--- src/rtl/wb_source_select.sv ---
// wb_source_select: registered write-back source mux with load-lane extraction/extension and a valid/ready output stage
module wb_source_select #(
  parameter int                 WIDTH         = 32,
  parameter int                 NUM_SRC       = 8,
  parameter int                 SEL_W         = 3,
  parameter logic [NUM_SRC-1:0] SRC_MASK      = 8'b1110_1111,
  parameter int                 DEFAULT_VALUE = 227
) (
  input  logic                     clk,
  input  logic                     reset_n,
  input  logic [NUM_SRC*WIDTH-1:0] src_data,
  input  logic [SEL_W-1:0]         seletor,
  input  logic [2:0]               ext_mode,
  input  logic [1:0]               lane,
  input  logic                     in_valid,
  output logic                     in_ready,
  output logic                     out_valid,
  input  logic                     out_ready,
  output logic [WIDTH-1:0]         wb_data,
  output logic [SEL_W-1:0]         wb_src,
  output logic                     default_hit
);
  localparam int NCODE = 2**SEL_W;
  localparam int EW = WIDTH > 32 ? WIDTH : 32;
  localparam logic [WIDTH-1:0] DEF = WIDTH'(DEFAULT_VALUE);
  logic [WIDTH-1:0] w_src [NCODE];
  logic [NCODE-1:0] w_pop;
  logic [7:0]       w_bytes [4];
  logic [15:0]      w_halves [2];
  logic [WIDTH-1:0] w_raw;
  logic [7:0]       w_byte;
  logic [15:0]      w_half;
  logic [EW-1:0]    w_ext;
  logic             w_hit;
  logic             r_valid;
  logic [WIDTH-1:0] r_data;
  logic [SEL_W-1:0] r_src;
  logic             r_hit;
  // Codes beyond NUM_SRC or masked off collapse onto the sentinel
  for (genvar i = 0; i < NCODE; i++) begin : g_src
    if (i < NUM_SRC) begin : g_in
      if (SRC_MASK[i]) begin : g_pop
        assign w_src[i] = src_data[i*WIDTH +: WIDTH];
        assign w_pop[i] = 1'b1;
      end else begin : g_unpop
        assign w_src[i] = DEF;
        assign w_pop[i] = 1'b0;
      end
    end else begin : g_oor
      assign w_src[i] = DEF;
      assign w_pop[i] = 1'b0;
    end
  end
  assign w_raw = w_src[seletor];
  assign w_hit = !w_pop[seletor];
  // Lanes that do not fit inside a narrow WIDTH read as zero
  for (genvar b = 0; b < 4; b++) begin : g_byte
    if ((b + 1) * 8 <= WIDTH) begin : g_fit
      assign w_bytes[b] = w_raw[b*8 +: 8];
    end else begin : g_nofit
      assign w_bytes[b] = 8'h00;
    end
  end
  for (genvar h = 0; h < 2; h++) begin : g_half
    if ((h + 1) * 16 <= WIDTH) begin : g_fit
      assign w_halves[h] = w_raw[h*16 +: 16];
    end else begin : g_nofit
      assign w_halves[h] = 16'h0000;
    end
  end
  assign w_byte = w_bytes[lane];
  assign w_half = w_halves[lane[1]];
  always_comb
    w_ext = ext_mode == 3'd1 ? EW'(w_byte) :
            ext_mode == 3'd2 ? {{(EW-8){w_byte[7]}}, w_byte} :
            ext_mode == 3'd3 ? EW'(w_half) :
            ext_mode == 3'd4 ? {{(EW-16){w_half[15]}}, w_half} :
            EW'(w_raw);
  assign in_ready = !r_valid || out_ready;
  always_ff @(posedge clk)
    if (!reset_n) begin
      r_valid <= 1'b0;
      r_data  <= '0;
      r_src   <= '0;
      r_hit   <= 1'b0;
    end else if (in_valid && in_ready) begin
      r_valid <= 1'b1;
      r_data  <= w_ext[WIDTH-1:0];
      r_src   <= seletor;
      r_hit   <= w_hit;
    end else if (out_ready) begin
      r_valid <= 1'b0;
    end
  assign out_valid   = r_valid;
  assign wb_data     = r_data;
  assign wb_src      = r_src;
  assign default_hit = r_hit;
endmodule

--- config.mk ---
export PLATFORM = sky130hd
export DESIGN_NAME = wb_source_select
export DESIGN_NICKNAME = d
export VERILOG_FILES = /design/src/rtl/wb_source_select.sv
export SDC_FILE = /design/constraint.sdc
export NUM_CORES = 1
export LEC_CHECK = 0
export CAP_MARGIN = 30
export CORE_AREA = 4 4 117 119
export DETAILED_ROUTE_END_ITERATION = 7
export DIE_AREA = 0 0 121 123
export HOLD_SLACK_MARGIN = 0.15
export PLACE_DENSITY = 0.81
export RECOVER_POWER = 100
export SLEW_MARGIN = 10
export SYNTH_ARGS = -nofsm -noshare
export SYNTH_HDL_FRONTEND = slang
export SYNTH_SLANG_ARGS = --single-unit
export TNS_END_PERCENT = 50
--- constraint.sdc ---
create_clock -name clk -period 3.38 [get_ports clk]
set_input_delay 1.014 -clock clk [delete_from_list [all_inputs] [get_ports clk]]
set_output_delay 1.014 -clock clk [all_outputs]
set_load 0.01 [all_outputs]
==> impl_metrics.py <==
metrics = {
    "clock_network": {
        "cts_resized": 0,
        "cts_hold_buf": 0,
        "cts_root_buf": "clkbuf_16",
        "h-tree-depth": 2,
        "cts_tree": "built",
        "cts_buffer_depth": 2,
        "postCtsSetupRepairBufs": 0,
        "cts.reportedPaths.clkPinSlew_ns": 0.06,
        "clock_latency_ns": 0.28,
        "cts_sinks": 37,
        "cts_buffers": 5,
    },
    "synthesis": {
        "yosysWarnings": 0,
        "ys_ff_latch": 37,
        "ys_seq_area_share_pct": 19.7,
        "post-synth-top-area-cell": "dfxtp_1",
        "syn-cell-area_um2": 3760,
        "synth_top_area_share_pct": 19.7,
        "synth-edff-count": 0,
        "syn_inst": 440,
        "syn_avg_cell_area_um2": 8.55,
        "ys.flop_type": "dfxtp_1",
        "synth_area_leaders": "dfxtp_1, mux2i_1, mux4_2",
        "synthTopCellsByCount": "nand2_1, a21oi_1, mux2i_1",
        "syn_nets": 708,
        "yosysMostFrequentCell": "nand2_1",
        "ys_types": 49,
        "ys_async_sr_fraction_pct": 0,
    },
    "global_routing": {
        "grt_usage_pct": 22.0,
        "grt_overflow_total": 0,
        "grt_max_degree": 65,
        "grt_pass1_wl_mm": 25.5,
        "grt_antenna_before_repair": 1,
        "grt_pass1_vias": 4708,
    },
    "placed_design": {
        "port_buffers": 273,
        "dp_slack_ns": -0.0693,
        "placed_area_um2": 6610,
        "routabilityCongestion": 0.867,
        "dp_hpwl_mm": 14.6,
    },
    "route": {
        "vias": 4556,
        "wl_mm": 17.1,
        "drtIter0Drc": 250,
        "wl_per_cell_um": 19.7,
        "first_pass_iters": 4,
        "via_per_inst": 5.25,
        "route.detailed.drc": 0,
        "ant_nets": 0,
    },
    "pwr": {
        "peakVddDrop_v": 0.000174,
        "p_leak_nw": 2.64,
        "power_mw": 1.83,
        "powerDensity_nw_per_um2": 270,
    },
    "sta": {
        "worst_pin_slew_ns": 0.698,
        "period_minus_slack_ns": 3.29,
        "period_share_pct": 97.2,
        "fin_ws_ns": 0.0947,
        "tns_ns": 0,
        "clock_skew_ns": 0.00639,
        "grt_setup_unrepaired": "false",
        "fmax_mhz": 304,
        "maxSlewViolCount": 0,
        "hold_viol": 0,
        "setup_viol": 0,
        "relSlewSlack_pct": 53.1,
    },
    "worst_setup_path": {
        "crit_fanout": 4,
        "crit_required_ns": 2.37,
        "path_cells": "dlygate4sd3_1 > nand2b_1 > clkdlybuf4s50_1",
        "critPathSlowestCell": "clkdlybuf4s50_1",
        "cp_top_family": "buffers and inverters",
        "max_stage_delay_ns": 0.56,
        "startpoint_type": "input port",
        "crit_buf_inv": 2,
        "worstSetupPathType": "in -> out",
        "critPathArrivalTime_ns": 2.27,
        "critPathCaptureType": "primary output",
    },
    "final_layout": {
        "area_growth_pct": 79.7,
        "fin_area_um2": 6760,
        "num-nets-final": 961,
        "drive_above_1_share_pct": 9.22,
        "n_fill_cell": 1140,
    },
    "job": {
        "max_cap_violations": 0,
    },
    "run_status": {
        "status": "complete, no violations",
    },
    "die": {
        "pin_count": 306,
        "dieArea_um2": 14900,
        "core_area_um2": 12600,
        "initial_core_util_pct": 29.9,
        "die_h_um": 123,
        "rows": 41,
        "dieWidth_um": 121,
    },
    "hold_path": {
        "hold_path.class": "reg -> reg",
    },
}
-- cells in the final DEF (no fill, tap or decap), types with 3 or more instances in the layout --
master | Yosys | final
clkdlybuf4s50_1 | 0 | 232
nand2_1 | 67 | 67
a21oi_1 | 57 | 57
mux2i_1 | 46 | 46
nor2_1 | 41 | 40
dlygate4sd3_1 | 0 | 39
dfxtp_1 | 37 | 37
a211oi_1 | 22 | 22
o21ai_0 | 15 | 22
mux4_2 | 19 | 19
buf_4 | 2 | 12
a22oi_1 | 9 | 9
mux4_1 | 9 | 9
nand2b_1 | 7 | 7
mux2_2 | 6 | 6
o211ai_1 | 5 | 5
clkbuf_16 | 0 | 5
a32oi_1 | 4 | 4
o2111ai_1 | 4 | 4
nor2b_1 | 3 | 3
a221o_1 | 3 | 3
o21a_1 | 3 | 3
a221oi_1 | 3 | 3
nand4_1 | 3 | 3
o21ai_2 | 10 | 3
-- tightest hold or removal path, cell delays in order, from the launching register on --
cell     delay [ns]
dfxtp_1        0.31
nand2_1        0.05
nand2_1        0.04
-- worst paths after layout --
path	from	end	slack, ns	depth (start not counted)
worst max-delay path	out_ready	in_ready	0.09	3
worst min register to register	wb_data[0]$_SDFFE_PN0P_	wb_data[0]$_SDFFE_PN0P_	0.44	2
worst max register to register	out_valid$_SDFFE_PN0P_	wb_data[28]$_SDFFE_PN0P_	1.55	5
worst min-delay path	wb_data[0]$_SDFFE_PN0P_	wb_data[0]$_SDFFE_PN0P_	0.44	2
-- routing by layer --
| layer | wire length, um | GRT usage, % | part of all wire [%] |
|---|---|---|---|
| met2 | 8580 | 38.2 | 50 |
| met3 | 1130 | 4.48 | 6.6 |
| met4 | 586 | 9.70 | 3.4 |
| met1 | 6780 | 26.4 | 40 |
| met5 | 0 | 0 | 0 |
-- sequential cells by signal, summed over array words and instances (netlist names) --
| name | count |
|---|---|
| wb_data | 32 |
| wb_src | 3 |
| default_hit | 1 |
| out_valid | 1 |
-- power by group --
part	switching, mW	internal [mW]
registers	0.0193	0.472
logic	0.327	0.459
clock network	0.180	0.368
-- final cells by class --
cell class	instances	area (um2)	share of cell area [%]
timing repair buffer	285	2840	42.1
inverter	4	15.0	0.222
tap	172	215	3.18
clock inverter	2	37.5	0.555
antenna	2	5.00	0.0740
multi-input combinational	360	2770	40.9
clock buffer	6	139	2.05
sequential	37	741	11.0
-- metrics by stage --
stage	hold slack, ns	utilization, %	instances
after CTS	0.446	54.0	866
after global placement	0.438	52.6	858
after floorplan	0.467	-	440
after global routing	0.465	53.8	867
final	0.441	53.8	868
after detailed placement	0.438	52.6	858
-- kinds of logic after synthesis --
logic type / synth area share [%]
AO/OA/AOI/OAI: 25.5
XOR/XNOR: 0.233
buffers and inverters: 6.15
flip-flops: 19.7
multiplexers: 32.5
AND/OR/NAND/NOR: 15.9
Note: power is estimated with default switching activity, not from simulation.
